## src/rtl/vga_stream_scanout.sv

```systemverilog
// vga_stream_scanout: Avalon-ST video sink that buffers pixels in a FIFO and drives VGA pins
// from programmable timing counters, resyncing on startofpacket and blanking on stream faults.
module vga_stream_scanout #(
    parameter int   COLOR_BITS = 10,
    parameter int   H_ACTIVE   = 640,
    parameter int   H_FP       = 16,
    parameter int   H_SYNC     = 96,
    parameter int   H_BP       = 48,
    parameter int   V_ACTIVE   = 480,
    parameter int   V_FP       = 10,
    parameter int   V_SYNC     = 2,
    parameter int   V_BP       = 33,
    parameter int   FIFO_DEPTH = 8,
    parameter logic SYNC_POL   = 1'b0
) (
    input  logic                    clk_clk,
    input  logic                    reset_reset,
    input  logic [3*COLOR_BITS-1:0] vga_stream_sync_data,
    input  logic                    vga_stream_sync_startofpacket,
    input  logic                    vga_stream_sync_endofpacket,
    input  logic                    vga_stream_sync_valid,
    output logic                    vga_stream_sync_ready,
    output logic [COLOR_BITS-1:0]   vga_r,
    output logic [COLOR_BITS-1:0]   vga_g,
    output logic [COLOR_BITS-1:0]   vga_b,
    output logic                    vga_hs,
    output logic                    vga_vs,
    output logic                    vga_blank_n,
    output logic                    underflow,
    output logic                    frame_err,
    input  logic                    clear_flags
);
    localparam int DW      = 3 * COLOR_BITS;
    localparam int H_TOTAL = H_ACTIVE + H_FP + H_SYNC + H_BP;
    localparam int V_TOTAL = V_ACTIVE + V_FP + V_SYNC + V_BP;
    localparam int HW      = $clog2(H_TOTAL + 1);
    localparam int VW      = $clog2(V_TOTAL + 1);
    localparam int AW      = $clog2(FIFO_DEPTH);
    localparam logic [HW-1:0] H_LAST = HW'(H_TOTAL - 1);
    localparam logic [HW-1:0] H_ACT  = HW'(H_ACTIVE);
    localparam logic [HW-1:0] H_END  = HW'(H_ACTIVE - 1);
    localparam logic [HW-1:0] HS_ON  = HW'(H_ACTIVE + H_FP);
    localparam logic [HW-1:0] HS_OFF = HW'(H_ACTIVE + H_FP + H_SYNC);
    localparam logic [VW-1:0] V_LAST = VW'(V_TOTAL - 1);
    localparam logic [VW-1:0] V_ACT  = VW'(V_ACTIVE);
    localparam logic [VW-1:0] V_END  = VW'(V_ACTIVE - 1);
    localparam logic [VW-1:0] VS_ON  = VW'(V_ACTIVE + V_FP);
    localparam logic [VW-1:0] VS_OFF = VW'(V_ACTIVE + V_FP + V_SYNC);
    localparam logic [AW:0]   FULL   = (AW+1)'(FIFO_DEPTH);

    typedef enum logic [1:0] {SEEK, WAIT, STREAM} state_t;

    state_t          state, state_n;
    logic [HW-1:0]   h_cnt;
    logic [VW-1:0]   v_cnt;
    logic [DW+1:0]   mem [FIFO_DEPTH];
    logic [AW-1:0]   rd_ptr, wr_ptr, rd_nxt;
    logic [AW:0]     count, count_n;
    logic [DW-1:0]   head_data;
    logic            push, pop, empty, head_sop, head_eop, next_sop;
    logic            active, origin, last, stream, black, uf, fe, in_hs, in_vs;

    assign push     = vga_stream_sync_valid & vga_stream_sync_ready;
    assign empty    = count == '0;
    assign rd_nxt   = rd_ptr + AW'(1);
    assign {head_sop, head_eop, head_data} = mem[rd_ptr];
    assign next_sop = count > (AW+1)'(1) && mem[rd_nxt][DW+1];
    assign count_n  = count + (AW+1)'(push) - (AW+1)'(pop);
    assign active   = h_cnt < H_ACT && v_cnt < V_ACT;
    assign origin   = h_cnt == '0 && v_cnt == '0;
    assign last     = h_cnt == H_END && v_cnt == V_END;
    assign in_hs    = h_cnt >= HS_ON && h_cnt < HS_OFF;
    assign in_vs    = v_cnt >= VS_ON && v_cnt < VS_OFF;
    // WAIT already streams the origin pixel so pixel (0,0) is not lost to the state change
    assign stream   = active && (state == STREAM || (state == WAIT && origin));

    always_comb begin
        state_n = state;
        pop     = 1'b0;
        black   = 1'b1;
        uf      = 1'b0;
        fe      = 1'b0;
        if (state == SEEK && !empty) begin
            pop     = !head_sop;
            state_n = head_sop ? WAIT : SEEK;
        end
        if (stream) begin
            state_n = STREAM;
            if (empty) begin
                uf      = 1'b1;
                state_n = SEEK;
            end else if (head_sop && !origin) begin
                fe      = 1'b1;
                state_n = WAIT;
            end else begin
                pop = 1'b1;
                if (head_eop && !last) begin
                    fe      = 1'b1;
                    state_n = SEEK;
                end else if (last) begin
                    fe      = !head_eop;
                    black   = !head_eop;
                    state_n = head_eop && next_sop ? WAIT : SEEK;
                end else begin
                    black = 1'b0;
                end
            end
        end
    end

    always_ff @(posedge clk_clk) begin
        if (push)
            mem[wr_ptr] <= {vga_stream_sync_startofpacket, vga_stream_sync_endofpacket, vga_stream_sync_data};
    end

    always_ff @(posedge clk_clk) begin
        if (reset_reset) begin
            h_cnt                 <= '0;
            v_cnt                 <= '0;
            state                 <= SEEK;
            rd_ptr                <= '0;
            wr_ptr                <= '0;
            count                 <= '0;
            vga_stream_sync_ready <= 1'b0;
            vga_r                 <= '0;
            vga_g                 <= '0;
            vga_b                 <= '0;
            vga_blank_n           <= 1'b0;
            vga_hs                <= ~SYNC_POL;
            vga_vs                <= ~SYNC_POL;
            underflow             <= 1'b0;
            frame_err             <= 1'b0;
        end else begin
            h_cnt                 <= h_cnt == H_LAST ? '0 : h_cnt + HW'(1);
            v_cnt                 <= h_cnt != H_LAST ? v_cnt : v_cnt == V_LAST ? '0 : v_cnt + VW'(1);
            state                 <= state_n;
            rd_ptr                <= rd_ptr + AW'(pop);
            wr_ptr                <= wr_ptr + AW'(push);
            count                 <= count_n;
            vga_stream_sync_ready <= count_n != FULL;
            vga_r                 <= black ? '0 : head_data[3*COLOR_BITS-1:2*COLOR_BITS];
            vga_g                 <= black ? '0 : head_data[2*COLOR_BITS-1:COLOR_BITS];
            vga_b                 <= black ? '0 : head_data[COLOR_BITS-1:0];
            vga_blank_n           <= active;
            vga_hs                <= in_hs ^ ~SYNC_POL;
            vga_vs                <= in_vs ^ ~SYNC_POL;
            underflow             <= uf | (underflow & ~clear_flags);
            frame_err             <= fe | (frame_err & ~clear_flags);
        end
    end
endmodule

```

## config.mk

```make
export PLATFORM = sky130hd
export DESIGN_NAME = vga_stream_scanout
export DESIGN_NICKNAME = d
export VERILOG_FILES = /design/src/rtl/vga_stream_scanout.sv
export SDC_FILE = /design/constraint.sdc
export NUM_CORES = 1
export LEC_CHECK = 0
export BUFFER_PORTS_ARGS = -buffer_cell sky130_fd_sc_hd__buf_2
export CAP_MARGIN = 5
export CORE_UTILIZATION = 40
export CTS_BUF_LIST = sky130_fd_sc_hd__clkbuf_16
export DETAILED_ROUTE_END_ITERATION = 6
export PLACE_DENSITY = 0.67
export SLEW_MARGIN = 10
export SYNTH_ARGS = -nofsm -noshare
export SYNTH_HDL_FRONTEND = slang
export SYNTH_SLANG_ARGS = --single-unit
export TNS_END_PERCENT = 50
```

## constraint.sdc

```tcl
create_clock -name clk_clk -period 4.9 [get_ports clk_clk]
set_input_delay 0.49 -clock clk_clk [delete_from_list [all_inputs] [get_ports clk_clk]]
set_output_delay 0.49 -clock clk_clk [all_outputs]
set_load 0.01 [all_outputs]
```

; ---- After elaboration in Yosys (flattened, before gate mapping)
; Memory sizes are Yosys's and may differ from the RTL's. A register that Yosys moved wholly into a read port is not among the register bits.
; Cells that the tools add are included.
; W data, S select, Z words.
[classes]
add_sub_neg = 7
n_lt_le_gt_ge = 7
n_eq_ne = 8
mux = 25
n_bitwise = 8
n_reduce_logical = 25
[ops]
columns = cell, count
row1 = $eq A10 B10 Y1 const B, 3
row2 = $add A10 B1 Y10 const B, 2
row3 = $logic_not A10 Y1, 2
row4 = $lt A10 B10 Y1 const B, 2
row5 = $lt A10 B9 Y1 const B, 2
row6 = $mux W1, 17
row7 = $logic_and A1 B1 Y1, 12
row8 = $mux W2, 6
row9 = $eq A10 B9 Y1 const B, 1
row10 = $ge A10 B10 Y1 const B, 1
row11 = $ge A10 B9 Y1 const B, 1
row12 = $mux W10, 1
row13 = $ne A10 B10 Y1 const B, 1
row14 = $add A3 B1 Y3, 2
row15 = $logic_not A1 Y1, 5
row16 = $add A4 B1 Y4, 1
row17 = $gt A4 B1 Y1 const B, 1
row18 = $logic_not A4 Y1, 1
row19 = $ne A4 B4 Y1 const B, 1
row20 = $reduce_or A2 Y1, 2
row21 = $sub A4 B1 Y4, 1
row22 = $add A3 B1 Y3 const B, 1
row23 = $and A1 B1 Y1, 3
row24 = $mux W3, 1
row25 = other kinds (7), 10
[word_totals]
register_bits = 68
mem_bits_rw = 256
in_bits = 36
out_inout_bits = 36
wordCells = 96
mem_count = 1
[mem_list]
columns = memory, words, word_bits, read_ports, rd_ports_with_merged_regs, wr, line_no
row1 = mem, 8, 32, 2, 1, 1, 56  ; logic [DW+1:0] mem [FIFO_DEPTH];

; ---- Longest topological paths before layout
; Gate-level depths: netlist of run 1.
; An unclocked memory read counts as a cell.
[logic_depth]
ltp_word = 10
ltp_mapped = 14
depth_no_buf = 14

; ---- Worst setup path before layout of run 1
; OpenSTA, ideal clock, no wires.
[synth_timing]
path_type = in2reg
start = in vga_stream_sync_valid
end = mem mem[0][0] (netlist bit) (enable)
setup_ns = 0.461
arrival_time_ns = 2.942
required_time_ns = 4.439
slack_ns = 1.497
path_stages = 4
n_path_buf = 0
cell_sequence = nand2_1 -> inv_1 -> nand2b_1 -> nor3_1
[synth_via]
elab_chain_cells = 3
[synth_lines]
columns = item, line_no
row1 = from (decl), 21  ; input logic vga_stream_sync_valid,
row2 = $and A1 B1 Y1, 63  ; assign push = vga_stream_sync_valid & vga_stream_sync_ready;
row3 = $mux W1, 112  ; if (push)
row4 = $mux W1 (implied by the code), 113  ; mem[wr_ptr] <= {vga_stream_sync_startofpacket, vga_stream_sync_endofpacket, vga_stream_sync_data};
row5 = to (decl), 56
; No other way between the ends.

==> results of run 1 <==
sequential cells by signal (all words and copies together), names as in the netlist:
| register | flops |
|---|---|
| vga_stream_sync_ready | 1 |
| mem | 256 |
| rd_ptr | 3 |
| h_cnt | 10 |
| count | 4 |
| vga_g | 10 |
| wr_ptr | 3 |
| frame_err | 1 |
| state | 2 |
| vga_r | 10 |
| vga_blank_n | 1 |
| v_cnt | 10 |
| vga_hs | 1 |
| underflow | 1 |
| vga_b | 10 |
| vga_vs | 1 |
where the power goes:
part	total, W	internal [W]	switching [W]
logic	0.00126	0.000644	0.000616
registers	0.00323	0.00312	0.000113
clock network	0.00247	0.00146	0.00102
logic make-up (layout without fill, tap and decap cells):
family	after synthesis	after routing	synth area share [%]
xor+xnor	21	21	1.48
flops	324	324	72.8
mux	100	100	14.7
compound gates	26	26	1.48
fa+ha+maj	18	18	1.87
simple gates	141	141	5.78
buf+inv	49	165	1.89
cell usage after synthesis, types with 2 or more instances:
master	number
nor4_1	5
o21ai_0	3
nand3_1	9
nand4_1	7
ha_1	17
dfxtp_1	68
buf_1	2
or2_2	2
nor3b_1	2
a21oi_1	6
a41oi_1	2
nor3_1	9
and4_1	3
inv_1	19
nand2b_1	4
buf_2	6
mux4_2	66
mux2i_1	33
buf_6	3
nor2b_1	5
xnor2_1	11
edfxtp_1	256
clkbuf_1	16
o31ai_1	2
nor2_1	70
xor2_1	10
nand2_1	13
o32ai_1	3
worst max-delay path: cells and delay by family, from the launching register on:
| kind | cells | cell delay [ns] |
|---|---|---|
| mux | 2 | 0.87 |
| xor+xnor | 1 | 0.19 |
| buf+inv | 1 | 0.06 |
| fa+ha+maj | 2 | 0.49 |
| compound gates | 5 | 0.78 |
| simple gates | 1 | 0.11 |
| flops | 1 | 0.63 |
cell type report:
type                       instances  share of cell area, %
sequential                       324                   63.1
tap                              396                   3.45
timing repair buffer              83                   3.10
multi-input combinational        306                   22.3
clock inverter                    28                   1.42
inverter                          19                  0.497
clock buffer                      35                   6.10
routing by layer:
layer  up-vias  part of all wire, %
met5         -                0.094
met4         4                  1.9
met3        38                  6.1
met2       183                   49
met1      3150                   42
li1       2836                    -
metrics by stage:
| step | instances | hold slack (ns) | total power (W) | area [um^2] | utilization (%) |
|---|---|---|---|---|---|
| floorplan | 679 | 0.425 | 0.00426 | 12400 | - |
| global placement | 1128 | 0.446 | 0.00456 | 13300 | 43.4 |
| detailed placement | 1128 | 0.471 | 0.00458 | 13300 | 43.4 |
| CTS | 1191 | 0.214 | 0.00707 | 14400 | 46.9 |
| global route | 1191 | 0.231 | 0.00730 | 14400 | 46.9 |
| finish | 1191 | 0.236 | 0.00697 | 14400 | 46.9 |
worst max path at each step:
stage | slack, ns | to
after floorplan | 1.50 | mem[0][0]
after global placement | 1.62 | vga_stream_sync_ready
after detailed placement | 1.57 | vga_stream_sync_ready
after CTS | 1.56 | vga_stream_sync_ready
after global routing | 1.32 | vga_stream_sync_ready
final | 1.61 | vga_stream_sync_ready
==> impl_metrics.csv, run 1 <==
group,metric,value,unit
critical_path,required,5.27,ns
synthesis,synth_top_area_share,61.8,%
critical_path,path_cells,"mux4_2 > mux2_2 > nor2_1 > o21ai_0 > a21oi_1 > ha_1 > inv_1 > ha_1 > a21o_1 > a21oi_1 > xor2_1 > a41oi_1",
place,dp_slack,1.57,ns
synthesis,synth-seq-cells,324,
floorplan,die-area,0.0318,mm^2
cts,cts.repair.resized,0,
global_routing,grt.met1_usage,20.4,%
final_layout,area_growth,15.5,%
critical_path,r2r_setup_slack,1.61,ns
critical_path,max_stage_delay,0.63,ns
sta,setup_tns,0,ns
place,gp_congestion,0.814,
sta,finalHoldViolCount,0,
final_layout,drive_gt1_share,26.9,%
critical_path,setup.worst_path.start,"rd_ptr[0]",
sta,fin_crit_sh,67.1,%
global_routing,busiest_layer,"met2",
sta,worstMarginPinSlew,0.901,ns
worst_hold_path,hold_path_depth,1,
worst_hold_path,hp-class,"primary input to register",
final_layout,final_common_cell,"edfxtp_1",
drt,drc,0,
synthesis,synth_cell_types,55,
global_routing,grt_pass1_wl,36500,um
cts,cts_tree,"built",
final_layout,nets,823,
final_layout,n_antenna_cell,0,
floorplan,die_h,178,um
global_routing,antenna_found_initial,2,
cts,ctsHoldBuffers,0,
synthesis,yosysWarnings,0,
place,io_buffers,71,
sta,max_freq,0.304,GHz
floorplan,io-pin-count,72,
floorplan,rows,64,
critical_path,worstSetupPathType,"register to register",
drt,drt_wl_total,23300,um
sta,slew_viol_final,0,
cts,path_clk_slew,0.06,ns
sta,rsz0062_at_grt,"no",
sta,maxSlewHeadroom,39.9,%
global_routing,grt_start_max_net_pins,47,
synthesis,synth_area_leaders,"edfxtp_1 62%, mux4_2 12%, dfxtp_1 11%",
sta,setup_slack,1.61,ns
critical_path,r2r_cells,12,
floorplan,die_w,178,um
critical_path,worst-endpoint-arrival,3.65,ns
pwr,p_leak,4.82,nW
critical_path,rr_endpoint,"vga_stream_sync_ready",
floorplan,coreArea,0.0306,mm^2
critical_path,end_kind,"register",
cts,cts_inserted_buffers,35,
drt,first_pass_iters,7,
drt,viasPerCell,5.21,
critical_path,slowest_stage,"dfxtp_4",
synthesis,seq_area_frac_synth,72.8,%
cts,root_buffer,"clkbuf_16",
critical_path,rr_startpoint,"rd_ptr[0]",
synthesis,async_flop_share,0,%
place,dp_hpwl,13500,um
worst_hold_path,min_from,"vga_stream_sync_data[25]",
synthesis,synth_nets,733,
sta,skew,0.0164,ns
synthesis,dominantRegCellSynth,"edfxtp_1",
final_layout,layout.filler_cells,2608,
global_routing,overflow,0,
drt,ant_nets,0,
global_routing,use_met3,3.52,%
cts,cts.sinks,324,
synthesis,postSynthCellCount,679,
drt,wl_per_cell,19.6,um
drt,vias,6211,
global_routing,met2_usage,25.5,%
flow_run,maxCapViolCount,0,
critical_path,path_max_fanout,23,
sta,fin_crit,3.29,ns
cts,cts_buffer_depth,3,
cts,insertion_delay,0.51,ns
sta,setup_viol,0,
synthesis,yosysTopAreaCell,"edfxtp_1",
critical_path,start_kind,"register",
final_layout,multi_input_area,0.00321,mm^2
cts,cts_max_level,2,
global_routing,grt.total_usage,15.5,%
worst_hold_path,min_to,"mem[5][25]",
final_layout,final_cell_mix,"256 x edfxtp_1, 71 x buf_2, 66 x mux4_2",
final_layout,register_area,0.00905,mm^2
global_routing,grt_pass1_vias,6421,
run_status,status,"complete, no violations",
pwr,peakVddDrop,0.332,mV
synthesis,synth-edff-count,256,
drt,drt_iter0_drc,500,
synthesis,postSynthAreaPerCell,18.3,um^2
pwr,power_density,485,mW/mm^2
synthesis,synth_area,0.0124,mm^2
floorplan,start_util,40.6,%
cts,postCtsSetupRepairBufs,0,
Power figures use the tool's default switching activity.
==> run 2, diff against run 1 <==
--- a/config.mk
+++ b/config.mk
@@ -10,7 +10,7 @@
 export CORE_UTILIZATION = 40
 export CTS_BUF_LIST = sky130_fd_sc_hd__clkbuf_16
 export DETAILED_ROUTE_END_ITERATION = 6
-export PLACE_DENSITY = 0.67
+export PLACE_DENSITY = 0.69
 export SLEW_MARGIN = 10
 export SYNTH_ARGS = -nofsm -noshare
 export SYNTH_HDL_FRONTEND = slang
==> constraint.sdc (replaced) <==
create_clock -name clk_clk -period 2.9 [get_ports clk_clk]
set_input_delay 0.29 -clock clk_clk [delete_from_list [all_inputs] [get_ports clk_clk]]
set_output_delay 0.29 -clock clk_clk [all_outputs]
set_load 0.01 [all_outputs]
==> run 2 against run 1 <==
Critical path depth rose by 2. The run now ends with negative setup slack left. Clock skew grew 0.0098 ns. Power is 75% higher. Utilization rose by 1.7 points. Combinational power up 100%. Hold slack worse by 0.20 ns. Setup slack worse by 1.8 ns. Global-route usage shrank 0.22 points. Largest cell class unchanged.
==> impl_metrics.csv, run 2 (synthesis results as in run 1) <==
group,metric,value,unit
sta,finalHoldViolCount,0,
floorplan,start_util,40.6,%
final_layout,fin_cells,1230,
critical_path,crit_buf_inv,3,
run_status,violations,"negative setup slack",
critical_path,cp_top_family,"adder cells",
cts,cts.sinks,324,
sta,skew,0.0262,ns
final_layout,layout.filler_cells,2568,
cts,cts_inserted_buffers,35,
cts,cts_max_level,2,
sta,setup_tns,-0.307,ns
final_layout,top_register,"mem",
final_layout,fin_util,48.6,%
sta,rsz0062_at_grt,"yes",
global_routing,met2_usage,25.1,%
floorplan,io-pin-count,72,
sta,fin_crit_sh,105,%
drt,first_pass_iters,5,
final_layout,final_common_cell,"edfxtp_1",
critical_path,start_kind,"register",
place,dpl_cell_area,0.0136,mm^2
drt,drt_wl_total,23100,um
global_routing,overflow,0,
floorplan,coreArea,0.0306,mm^2
critical_path,worst-endpoint-arrival,3.41,ns
flow_run,maxCapViolCount,0,
run_status,status,"complete, but fails checks",
sta,maxSlewHeadroom,51.9,%
critical_path,slowest_stage,"or4b_4",
place,gp_congestion,0.775,
floorplan,die-area,0.0318,mm^2
critical_path,worstSetupPathType,"register to register",
cts,insertion_delay,0.52,ns
sta,fin_crit,3.04,ns
cts,cts_buffer_depth,3,
global_routing,grt_start_max_net_pins,34,
sta,slew_viol_final,0,
global_routing,busiest_layer,"met2",
critical_path,end_kind,"register",
critical_path,path_max_fanout,4,
pwr,power_density,821,mW/mm^2
pwr,p_leak,5.03,nW
final_layout,area_growth,19.6,%
critical_path,crit_top_cell,"ha_4",
drt,ant_nets,0,
global_routing,grt_pass1_wl,36200,um
place,io_buffers,71,
drt,wl_per_cell,18.8,um
floorplan,die_h,178,um
final_layout,final_cell_mix,"256 x edfxtp_1, 71 x buf_2, 66 x mux4_2",
drt,drc,0,
final_layout,n_antenna_cell,0,
critical_path,max_stage_delay,0.45,ns
drt,viasPerCell,5.06,
sta,max_freq,0.328,GHz
final_layout,drive_gt1_share,33.0,%
global_routing,antenna_found_initial,4,
place,placed_cells,1164,
critical_path,required,3.27,ns
final_layout,largest_register_ffs,256,
cts,path_clk_slew,0.06,ns
worst_hold_path,hp-class,"primary input to register",
global_routing,grt.total_usage,15.3,%
global_routing,grt.met1_usage,20.2,%
global_routing,grt_pass1_vias,6475,
final_layout,nets,861,
global_routing,use_met3,3.41,%
sta,setup_viol,4,
place,dp_hpwl,13800,um
final_layout,final_area,0.0149,mm^2
floorplan,rows,64,
floorplan,die_w,178,um
sta,setup_slack,-0.144,ns
critical_path,path_cells,"inv_2 > ha_4 > or4b_4 > nand4b_4 > o31ai_2 > nand3_1 > a21oi_2 > ha_4 > inv_4 > ha_4 > inv_2 > fa_2 > xor2_2 > a41oi_2",
cts,root_buffer,"clkbuf_16",
pwr,peakVddDrop,0.503,mV
place,dp_slack,-0.147,ns
drt,drt_iter0_drc,338,
sta,worstMarginPinSlew,0.721,ns
drt,vias,6225,
cts,cts_tree,"built",
run 2: layout make-up:
| class | instances | area [um^2] | share of cell area (%) |
|---|---|---|---|
| inverters | 19 | 73.8 | 0.497 |
| repair buffers | 121 | 810 | 5.45 |
| flip-flops and latches | 324 | 9060 | 61.0 |
| well taps | 396 | 495 | 3.33 |
| clock buffers | 36 | 901 | 6.06 |
| multi-input cells | 306 | 3300 | 22.2 |
| clock inverters | 28 | 223 | 1.50 |
run 2: report_power, final:
group          internal, W  switching (W)  total (W)
Clock              0.00253        0.00172    0.00426
Combinational      0.00130        0.00127    0.00257
Sequential         0.00527      0.0000981    0.00537
Total              0.00911        0.00309     0.0122
run 2: final timing paths:
kind                                          startpoint                    end  slack [ns]  cells after the start
worst min register to register                 frame_err              frame_err        0.52                      2
worst min-delay path            vga_stream_sync_data[18]             mem[7][18]        0.03                      1
worst max-delay path                            h_cnt[1]  vga_stream_sync_ready       -0.14                     14
worst max register to register                  h_cnt[1]  vga_stream_sync_ready       -0.14                     14
run 2: layer usage:
metal,vias to the layer above,part of all wire [%]
met4,8,2.1
met1,3112,42
met2,148,50
met5,-,0.19
li1,2913,-
met3,44,5.9
run 2: through the flow:
stage / hold WS, ns / total power, W
3_3_place_gp: 0.507 / 0.00787
6_report: 0.0347 / 0.0122
5_1_grt: 0.0282 / 0.0128
2_1_floorplan: 0.389 / 0.00719
3_5_place_dp: 0.511 / 0.00789
4_1_cts: 0.0159 / 0.0122
run 2: timing repair:
| item | CTS | global route |
|---|---|---|
| pin swaps | 1 | 11 |
| buffers inserted | 0 | 2 |
| hold buffers | 0 | 0 |
| resized for setup | 4 | 18 |
| endpoints found under the setup margin | 4 | 12 |
